<file path="src/rtl/npu_pkg.sv">
// npu_pkg: state encoding, result sizing and default limits shared by the tile scheduler.
package npu_pkg;
    typedef enum logic [2:0] {IDLE, LOAD, DRAIN, WAIT, RESULT} state_t;
    localparam int TIMEOUT_DEF = 64;
    function automatic int res_width(input int dw, input int rows, input int cols);
        return 4 * dw * (rows + cols - 1);
    endfunction
endpackage

</file>
<file path="src/rtl/npu_tile_sched_addr_gen.sv">
// npu_addr_gen: loadable operand address/beat counter; flags the final read beat.
module npu_addr_gen #(
    parameter int ADDR_WIDTH = 8,
    parameter int LEN_WIDTH  = 8
) (
    input  logic                  clk,
    input  logic                  rst,
    input  logic                  load,
    input  logic [ADDR_WIDTH-1:0] base,
    input  logic [LEN_WIDTH-1:0]  len,
    output logic                  rd_en,
    output logic [ADDR_WIDTH-1:0] rd_addr,
    output logic                  last
);
    logic [LEN_WIDTH-1:0] rem;
    assign last = rd_en && rem == '0;
    always_ff @(posedge clk or negedge rst) begin
        if (!rst) begin
            rd_en   <= 1'b0;
            rd_addr <= '0;
            rem     <= '0;
        end else if (load) begin
            rd_en   <= 1'b1;
            rd_addr <= base;
            rem     <= len - 1'b1;
        end else if (rd_en) begin
            rd_en <= rem != '0;
            if (rem != '0) begin
                rd_addr <= rd_addr + 1'b1;
                rem     <= rem - 1'b1;
            end
        end
    end
endmodule

</file>
<file path="src/rtl/npu_tile_sched.sv">
// npu_tile_sched: runs one systolic tile per host command and returns the edge psums.
// NPU_TILE_PERF_EN adds perf_cycles/perf_tiles counters.
module npu_tile_sched
    import npu_pkg::*;
#(
    parameter int DATA_WIDTH = 8,
    parameter int MAT_ROWS   = 3,
    parameter int MAT_COLS   = 3,
    parameter int ARR_DIM    = 5,
    parameter int ADDR_WIDTH = 8,
    parameter int LEN_WIDTH  = 8,
    parameter int TIMEOUT    = TIMEOUT_DEF
) (
    input  logic                                                clk,
    input  logic                                                rst,
    input  logic                                                cmd_valid,
    output logic                                                cmd_ready,
    input  logic [ADDR_WIDTH-1:0]                               cmd_base_addr,
    input  logic [LEN_WIDTH-1:0]                                cmd_len,
    output logic                                                op_rd_en,
    output logic [ADDR_WIDTH-1:0]                               op_rd_addr,
    input  logic [DATA_WIDTH*ARR_DIM-1:0]                       op_a_data,
    input  logic [DATA_WIDTH*ARR_DIM-1:0]                       op_b_data,
    output logic                                                arr_start,
    output logic                                                arr_in_valid,
    output logic                                                arr_w_valid,
    output logic                                                arr_in_done,
    output logic                                                arr_w_done,
    output logic [DATA_WIDTH*ARR_DIM-1:0]                       arr_a_vec,
    output logic [DATA_WIDTH*ARR_DIM-1:0]                       arr_b_vec,
    input  logic                                                arr_done,
    input  logic [res_width(DATA_WIDTH, MAT_ROWS, MAT_COLS)-1:0] arr_c_vec,
    output logic                                                res_valid,
    input  logic                                                res_ready,
    output logic [res_width(DATA_WIDTH, MAT_ROWS, MAT_COLS)-1:0] res_data,
    output logic                                                res_err,
    output logic                                                busy
`ifdef NPU_TILE_PERF_EN
    ,
    output logic [31:0]                                         perf_cycles,
    output logic [15:0]                                         perf_tiles
`endif
);
    localparam int TW = $clog2(TIMEOUT + 1);
    state_t state, state_n;
    logic [TW-1:0] tcnt;
    logic accept, zero, last, tmo, vld, done_p;
    assign accept       = cmd_valid && state == IDLE;
    assign zero         = cmd_len == '0;
    // Abort on the edge where the counter would reach TIMEOUT.
    assign tmo          = tcnt == TW'(TIMEOUT - 1);
    assign cmd_ready    = state == IDLE;
    assign busy         = state != IDLE;
    assign res_valid    = state == RESULT;
    assign arr_in_valid = vld;
    assign arr_w_valid  = vld;
    assign arr_in_done  = done_p;
    assign arr_w_done   = done_p;
    assign arr_a_vec    = op_a_data;
    assign arr_b_vec    = op_b_data;

    npu_addr_gen #(.ADDR_WIDTH(ADDR_WIDTH), .LEN_WIDTH(LEN_WIDTH)) u_addr (
        .clk(clk), .rst(rst), .load(accept && !zero), .base(cmd_base_addr), .len(cmd_len),
        .rd_en(op_rd_en), .rd_addr(op_rd_addr), .last(last)
    );

    always_ff @(posedge clk or negedge rst) begin
        if (!rst) state <= IDLE;
        else      state <= state_n;
    end

    always_comb begin
        state_n = state;
        unique case (state)
            IDLE:    if (accept) state_n = zero ? RESULT : LOAD;
            LOAD:    if (last) state_n = DRAIN;
            DRAIN:   state_n = WAIT;
            WAIT:    if (arr_done || tmo) state_n = RESULT;
            RESULT:  if (res_ready) state_n = IDLE;
            default: state_n = IDLE;
        endcase
    end

    always_ff @(posedge clk or negedge rst) begin
        if (!rst) begin
            vld       <= 1'b0;
            done_p    <= 1'b0;
            tcnt      <= '0;
            arr_start <= 1'b0;
            res_err   <= 1'b0;
            res_data  <= '0;
        end else begin
            vld    <= op_rd_en;
            done_p <= state == DRAIN;
            tcnt   <= state == WAIT ? tcnt + 1'b1 : '0;
            if (accept) arr_start <= !zero;
            else if (state == WAIT && (arr_done || tmo)) arr_start <= 1'b0;
            if (accept && zero) res_err <= 1'b1;
            else if (state == WAIT && arr_done) begin
                res_err  <= 1'b0;
                res_data <= arr_c_vec;
            end else if (state == WAIT && tmo) res_err <= 1'b1;
        end
    end

`ifdef NPU_TILE_PERF_EN
    always_ff @(posedge clk or negedge rst) begin
        if (!rst) begin
            perf_cycles <= '0;
            perf_tiles  <= '0;
        end else begin
            if (accept) perf_cycles <= 32'd1;
            else if ((state == LOAD || state == DRAIN || state == WAIT) && perf_cycles != '1)
                perf_cycles <= perf_cycles + 1'b1;
            if (res_valid && res_ready && !res_err) perf_tiles <= perf_tiles + 1'b1;
        end
    end
`endif
endmodule

</file>
<file path="config.mk">
export PLATFORM = sky130hd
export DESIGN_NAME = npu_tile_sched
export DESIGN_NICKNAME = d
export VERILOG_FILES = /design/src/rtl/npu_pkg.sv /design/src/rtl/npu_tile_sched_addr_gen.sv /design/src/rtl/npu_tile_sched.sv
export SDC_FILE = /design/constraint.sdc
export NUM_CORES = 1
export LEC_CHECK = 0
export ABC_AREA = 1
export CAP_MARGIN = 20
export CORE_AREA = 2 2 203 205
export DETAILED_ROUTE_END_ITERATION = 10
export DIE_AREA = 0 0 205 207
export GPL_TIMING_DRIVEN = 0
export PLACE_DENSITY = 0.5
export SLEW_MARGIN = 20
export SYNTH_ARGS = -nofsm -noshare
export SYNTH_HDL_FRONTEND = slang
export SYNTH_SLANG_ARGS = --single-unit
</file>
<file path="constraint.sdc">
create_clock -name clk -period 1.9 [get_ports clk]
set_clock_uncertainty 0.1 [all_clocks]
set_input_delay 0.285 -clock clk [delete_from_list [all_inputs] [get_ports clk]]
set_output_delay 0.285 -clock clk [all_outputs]
set_load 0.01 [all_outputs]
</file>
; Yosys cells after proc, flatten, opt, wreduce, memory -nomap -nowiden
; Index checks and enable logic that the tools add are counted.
[totals]
ff_bits = 191
latchBits = 0
mem_bits_rw = 0
mem_bits_ro = 0
input_bits = 261
memories = 0
[classes]
addsub = 4
mul = 0
div_mod_pow = 0
order_cmp = 0
eq_ne = 9
shift = 0
n_mux = 20
n_bitwise = 1
reduce_logical = 21
[op_table]
columns = op, count
row1 = two-way mux 8 bit, 6
row2 = zero test 8 bit, 2
row3 = "subtractor 8 x 1 -> 8 bit, second input constant", 2
row4 = two-way mux 3 bit, 5
row5 = one-hot mux 3 bit (5 select lines), 1
row6 = "adder 8 x 1 -> 8 bit, second input constant", 1
row7 = nonzero test 8 bit, 1
row8 = "adder 7 x 1 -> 7 bit, second input constant", 1
row9 = "equality test 7 x 6 -> 1 bit, second input constant", 1
row10 = logical AND 1 bit, 7
row11 = two-way mux 1 bit, 7
row12 = two-way mux 7 bit, 1
row13 = "equality test 3 x 2 -> 1 bit, second input constant", 2
row14 = nonzero test 2 bit, 3
row15 = nonzero test 3 bit, 2
row16 = "!= test 2 x 1 -> 1 bit, second input constant", 2
row17 = "!= test 2 bit, second input constant", 2
row18 = AND reduction 2 bit, 2
row19 = AND reduction 4 bit, 1
row20 = "equality test 3 x 1 -> 1 bit, second input constant", 1
row21 = "equality test 3 bit, second input constant", 1
row22 = zero test 3 bit, 1
row23 = zero test 1 bit, 1
row24 = logical OR 1 bit, 1
row25 = NOT 1 bit, 1

; Depth between registers and ports, before layout
[logic_depth]
word_depth = 5
depth_mapped = 15

; Cells and area by module
; A second synthesis with hierarchy kept.
[unflattened]
hier_cells = 1028
hier_area_um2 = 8541.9
[by_module_without_submodules]
columns = mod, instances, cells_per_inst, area_each_um2
row1 = npu_tile_sched, 1, 844, 7307.0
row2 = npu_addr_gen, 1, 184, 1234.9

; Worst setup path after synthesis
; Ideal clock, no wire load.
[synth_timing]
path_type = flip-flop to flip-flop
startpoint = register state[2]
endpoint = register u_addr.rem[2]
setup_ps = 126
arrival_ps = 1701
required_time_ps = 1674
slack_ps = -28
path_stages_with_launch = 12
n_path_buf = 1
cell_sequence = dfrtp_1 -> inv_2 -> nand3_4 -> nor2_2 -> nand2_2 -> buf_6 -> o21ai_2 -> inv_1 -> ha_1 -> xor2_1 -> nand2_1 -> o21ai_0
[synth_via]
elab_chain_len = 5
[synth_lines]
columns = item, line_no
row1 = from (decl), npu_tile_sched.sv:45  ; state_t state, state_n;
row2 = from (signal assigned), npu_tile_sched.sv:69  ; else state <= state_n;
row3 = zero test 3 bit *, npu_tile_sched.sv:48  ; assign accept = cmd_valid && state == IDLE;
row4 = logical AND 1 bit *, npu_tile_sched.sv:48
row5 = logical AND 1 bit *, npu_tile_sched.sv:63  ; .clk(clk), .rst(rst), .load(accept && !zero), .base(cmd_base_addr), .len(cmd_len),
row6 = nonzero test 2 bit (no line), -
row7 = AND reduction 2 bit (no line), -
row8 = to (signal assigned), npu_tile_sched_addr_gen.sv:25  ; rem <= len - 1'b1;
row9 = to (signal assigned), npu_tile_sched_addr_gen.sv:30  ; rem <= rem - 1'b1;
row10 = to (decl), npu_tile_sched_addr_gen.sv:15  ; logic [LEN_WIDTH-1:0] rem;
; Every way passes the cells marked *; elsewhere a longest branch is shown, timed or not.
; A chain may end at the register's enable or synchronous reset.

; Final worst setup path
[layout_timing]
startpoint = register state[0]
endpoint = register u_addr.rem[6]
; The elaborated chain is that of the path after synthesis.

==> summary.txt <==
Outcome
  – Status: completed

Clock tree
  – Worst-Skew Late Latency: about 0.45 ns
  – CTS max path bufs: 2
  – H-tree Lvls: 4
  – TritonCTS Sinks: about 190
  – Clock-pin slew on the worst setup and hold paths: around 0.070 ns
  – CTS Buf Count: 17
  – CTS tree: built
  – Clk root buf: clkbuf_16

Yosys
  – Commonest cells in the netlist: nand2_1, dfrtp_1, buf_4
  – Fraction of registers with async set/reset: between 90% and 100%
  – Mapped Cells: just over 1000
  – Yosys reg bits: 191
  – Yosys cell types: 32
  – EDFF count, synth: 0
  – Yosys top cell area share: roughly 57%
  – Yosys warning count: 0
  – Seq/Total Area, Yosys: between 50 and 60%
  – Post-synth top area cell: dfrtp_1
  – Post-synth net total: between 1000 and 1500
  – Netlist Area Pre-Place: 8440 um2
  – Synth top area cells: dfrtp_1, nand2_1, buf_4
  – Most common cell in the netlist: nand2_1
  – Syn Area/Cell: roughly 8.4 um2
  – Ys flop type: dfrtp_1

Critical path
  – Critical path fanouts, max: 5
  – CP Capture Type: register
  – CP Launch Type: register
  – CP Cell Sequence: inv_2, nand3_4, nor2_4, nand2_4, buf_8, o21ai_4, inv_2, ha_4, nand3_1, nand2_1, nand2_1, nand2_1
  – Slowest CP cell: dfrtp_1
  – Critical path arrival: between 2 and 2.5 ns
  – Critical path class: reg -> reg
  – R2R depth: 12
  – Slowest stage delay, CP: slightly above 0.4 ns
  – Most Frequent Cell on Critical Path: nand2_1
  – CP required: between 2 and 2.5 ns

Global routing
  – Largest net degree at the start of global routing: about 90
  – GRT Util Overall: 14.3%
  – First-pass GRT wire length: between 40000 and 50000 um
  – GRT Residual Overflow: 0
  – Vias in the first global route: ~8000
  – Initial antenna violation count: 1

Timing
  – Final worst path period need: roughly 1.9 ns
  – Unrepaired setup endpoints after global routing: true
  – Final count of negative-setup-slack endpoints: 0
  – Setup TNS: 0 ns
  – Crit share post-route: a little over nine tenths
  – Final Hold Fails: 0
  – Final Max Tran Viols: 0
  – F_max: 0.532 GHz
  – Worst Max-Slew Pin Slew: approximately 0.51 ns
  – Rel. slew slack: about 66%

Route
  – Drt wl/cell: 15.1 um
  – Detailed Route WL: 30800 um
  – Initial DRC Count: 380
  – DRT Pass-1 Iters: 4
  – Detail-routed via count per cell: between 3 and 4
  – DR DRC count: 0
  – Post-DRT Antenna Nets: 0
  – DR vias: 8000

Layout
  – Fill cell count: 4211
  – Layout Nets: between 1500 and 2000
  – Area growth syn-to-layout: 72.9%
  – Number of antenna diodes: 0
  – Layout cells sized above 1: between 10% and 20%
  – Finished Layout Cells: between 2000 and 2500

Power
  – Power Density: between 1000 and 1500 nW/um2
  – LEAKAGE: approximately 0.0070 uW
  – Peak supply drop: between 0.5 and 0.6 mV

Placed design
  – Port Buffers: 438
  – Gpl congestion: 0.813
  – Placed Cells: 1982
  – Hpwl dp: 23100 um

Floorplanning
  – DIE HEIGHT: between 200 and 250 um
  – Initial core utilization: approximately a fifth
  – Chip width: roughly 210 um
  – Site Rows: 74
  – Die area: 42400 um2
  – Core area: 40400 um2
  – Top-level I/O count: 519

Run
  – Max Cap Viol: 0

Worst hold path
  – Worst min-delay path class: in -> async
through the flow:
stage	utilization (%)	power, uW	cell area [um2]	setup slack, ns	hold WS, ns
after floorplan	-	10800	8440	0.00884	-0.111
after global placement	33.4	16000	13500	-8.42	0.354
after detailed placement	33.6	16100	13600	-0.577	0.0390
after CTS	35.5	20100	14300	-0.00481	0.125
after global routing	36.1	21600	14600	-0.105	0.154
final	36.1	20100	14600	0.0211	0.156
worst paths after layout:
check,start,endpoint,slack (ns)
worst min register to register,res_data[61],res_data[61],0.37
max in group asynchronous,rst,res_data[95],0.80
worst max-delay path,state[0],u_addr.rem[6],0.02
worst max register to register,state[0],u_addr.rem[6],0.02
worst min-delay path,rst,u_addr.rd_addr[1],0.16
min in group clk,arr_c_vec[33],res_data[33],0.27
per-layer routing:
layer  wire [um]  global-route usage, %  vias to the layer above
met5          17                      0                        -
met4         413                   4.19                        2
met3        2400                   4.56                       23
met2       14500                   23.3                      288
met1       13400                   18.0                     3717
li1            -                      -                     3970
kinds of logic (layout without fill, tap and decap cells):
logic type	after synthesis	after routing	share of synthesized area (%)
fa+ha+maj	3	3	0.445
compound gates	40	40	2.74
buf+inv	159	655	11.4
simple gates	614	614	28.4
flops	191	191	56.7
xor+xnor	3	3	0.312
sequential cells by signal, summed over array words and instances (netlist names):
signal and count:
state 3, u_addr.rd_addr 8, arr_start 1, res_data 160, u_addr.rem 8, arr_in_valid 1, u_addr.rd_en 1, tcnt 7
arr_in_done 1, res_err 1
layout by cell type, fill, tap and decap left out, types with 4 or more instances in the layout:
master           synthesis  final
nand2_1                550    539
clkdlybuf4s50_1          0    432
dfrtp_1                191    187
buf_4                   85    108
inv_1                   30     29
nand3_1                 24     23
nor2_1                  27     22
clkbuf_16                0     18
o21ai_0                 14     12
buf_6                    1     12
nand2_2                  1     10
a21oi_1                  9      9
buf_2                   30      8
clkbuf_2                 0      8
inv_2                    7      7
a31oi_1                  7      7
nor2_2                   2      6
clkbuf_8                 0      5
nor2_4                   3      4
clkbuf_4                 0      4
dfrtp_2                  0      4
power breakdown:
| part | total [uW] | internal, uW | switching [uW] |
|---|---|---|---|
| logic | 9650 | 5140 | 4510 |
| clock network | 3540 | 1850 | 1690 |
| registers | 6920 | 5870 | 1060 |
| total | 20100 | 12900 | 7260 |
worst max-delay path, delay by kind of cell (launching register included):
family | cells | cell delay [ns]
AND/OR/NAND/NOR | 7 | 0.61
flip-flops | 1 | 0.41
buffers and inverters | 3 | 0.33
adder cells (fa/ha/maj) | 1 | 0.18
AO/OA/AOI/OAI | 1 | 0.15
timing repair:
| action | in CTS | in global routing |
|---|---|---|
| buffers inserted | 9 | 12 |
| pin swaps | 11 | 13 |
| cloned | 1 | 1 |
| endpoints found under the setup margin | 178 | 171 |
| hold buffers | 1 | 0 |
| resized for setup | 43 | 55 |
| hold endpoints to repair | 191 | 0 |
cell type report:
class	instances	area (um2)	share of cell area, %
well taps	532	666	4.56
clock buffers	24	502	3.44
flip-flops and latches	191	4780	32.8
repair buffers	464	4690	32.2
multi-input cells	660	2800	19.2
clock inverters	8	56.3	0.386
plain buffers	122	950	6.51
inverters	37	141	0.969
Power figures use the tool's default switching activity.
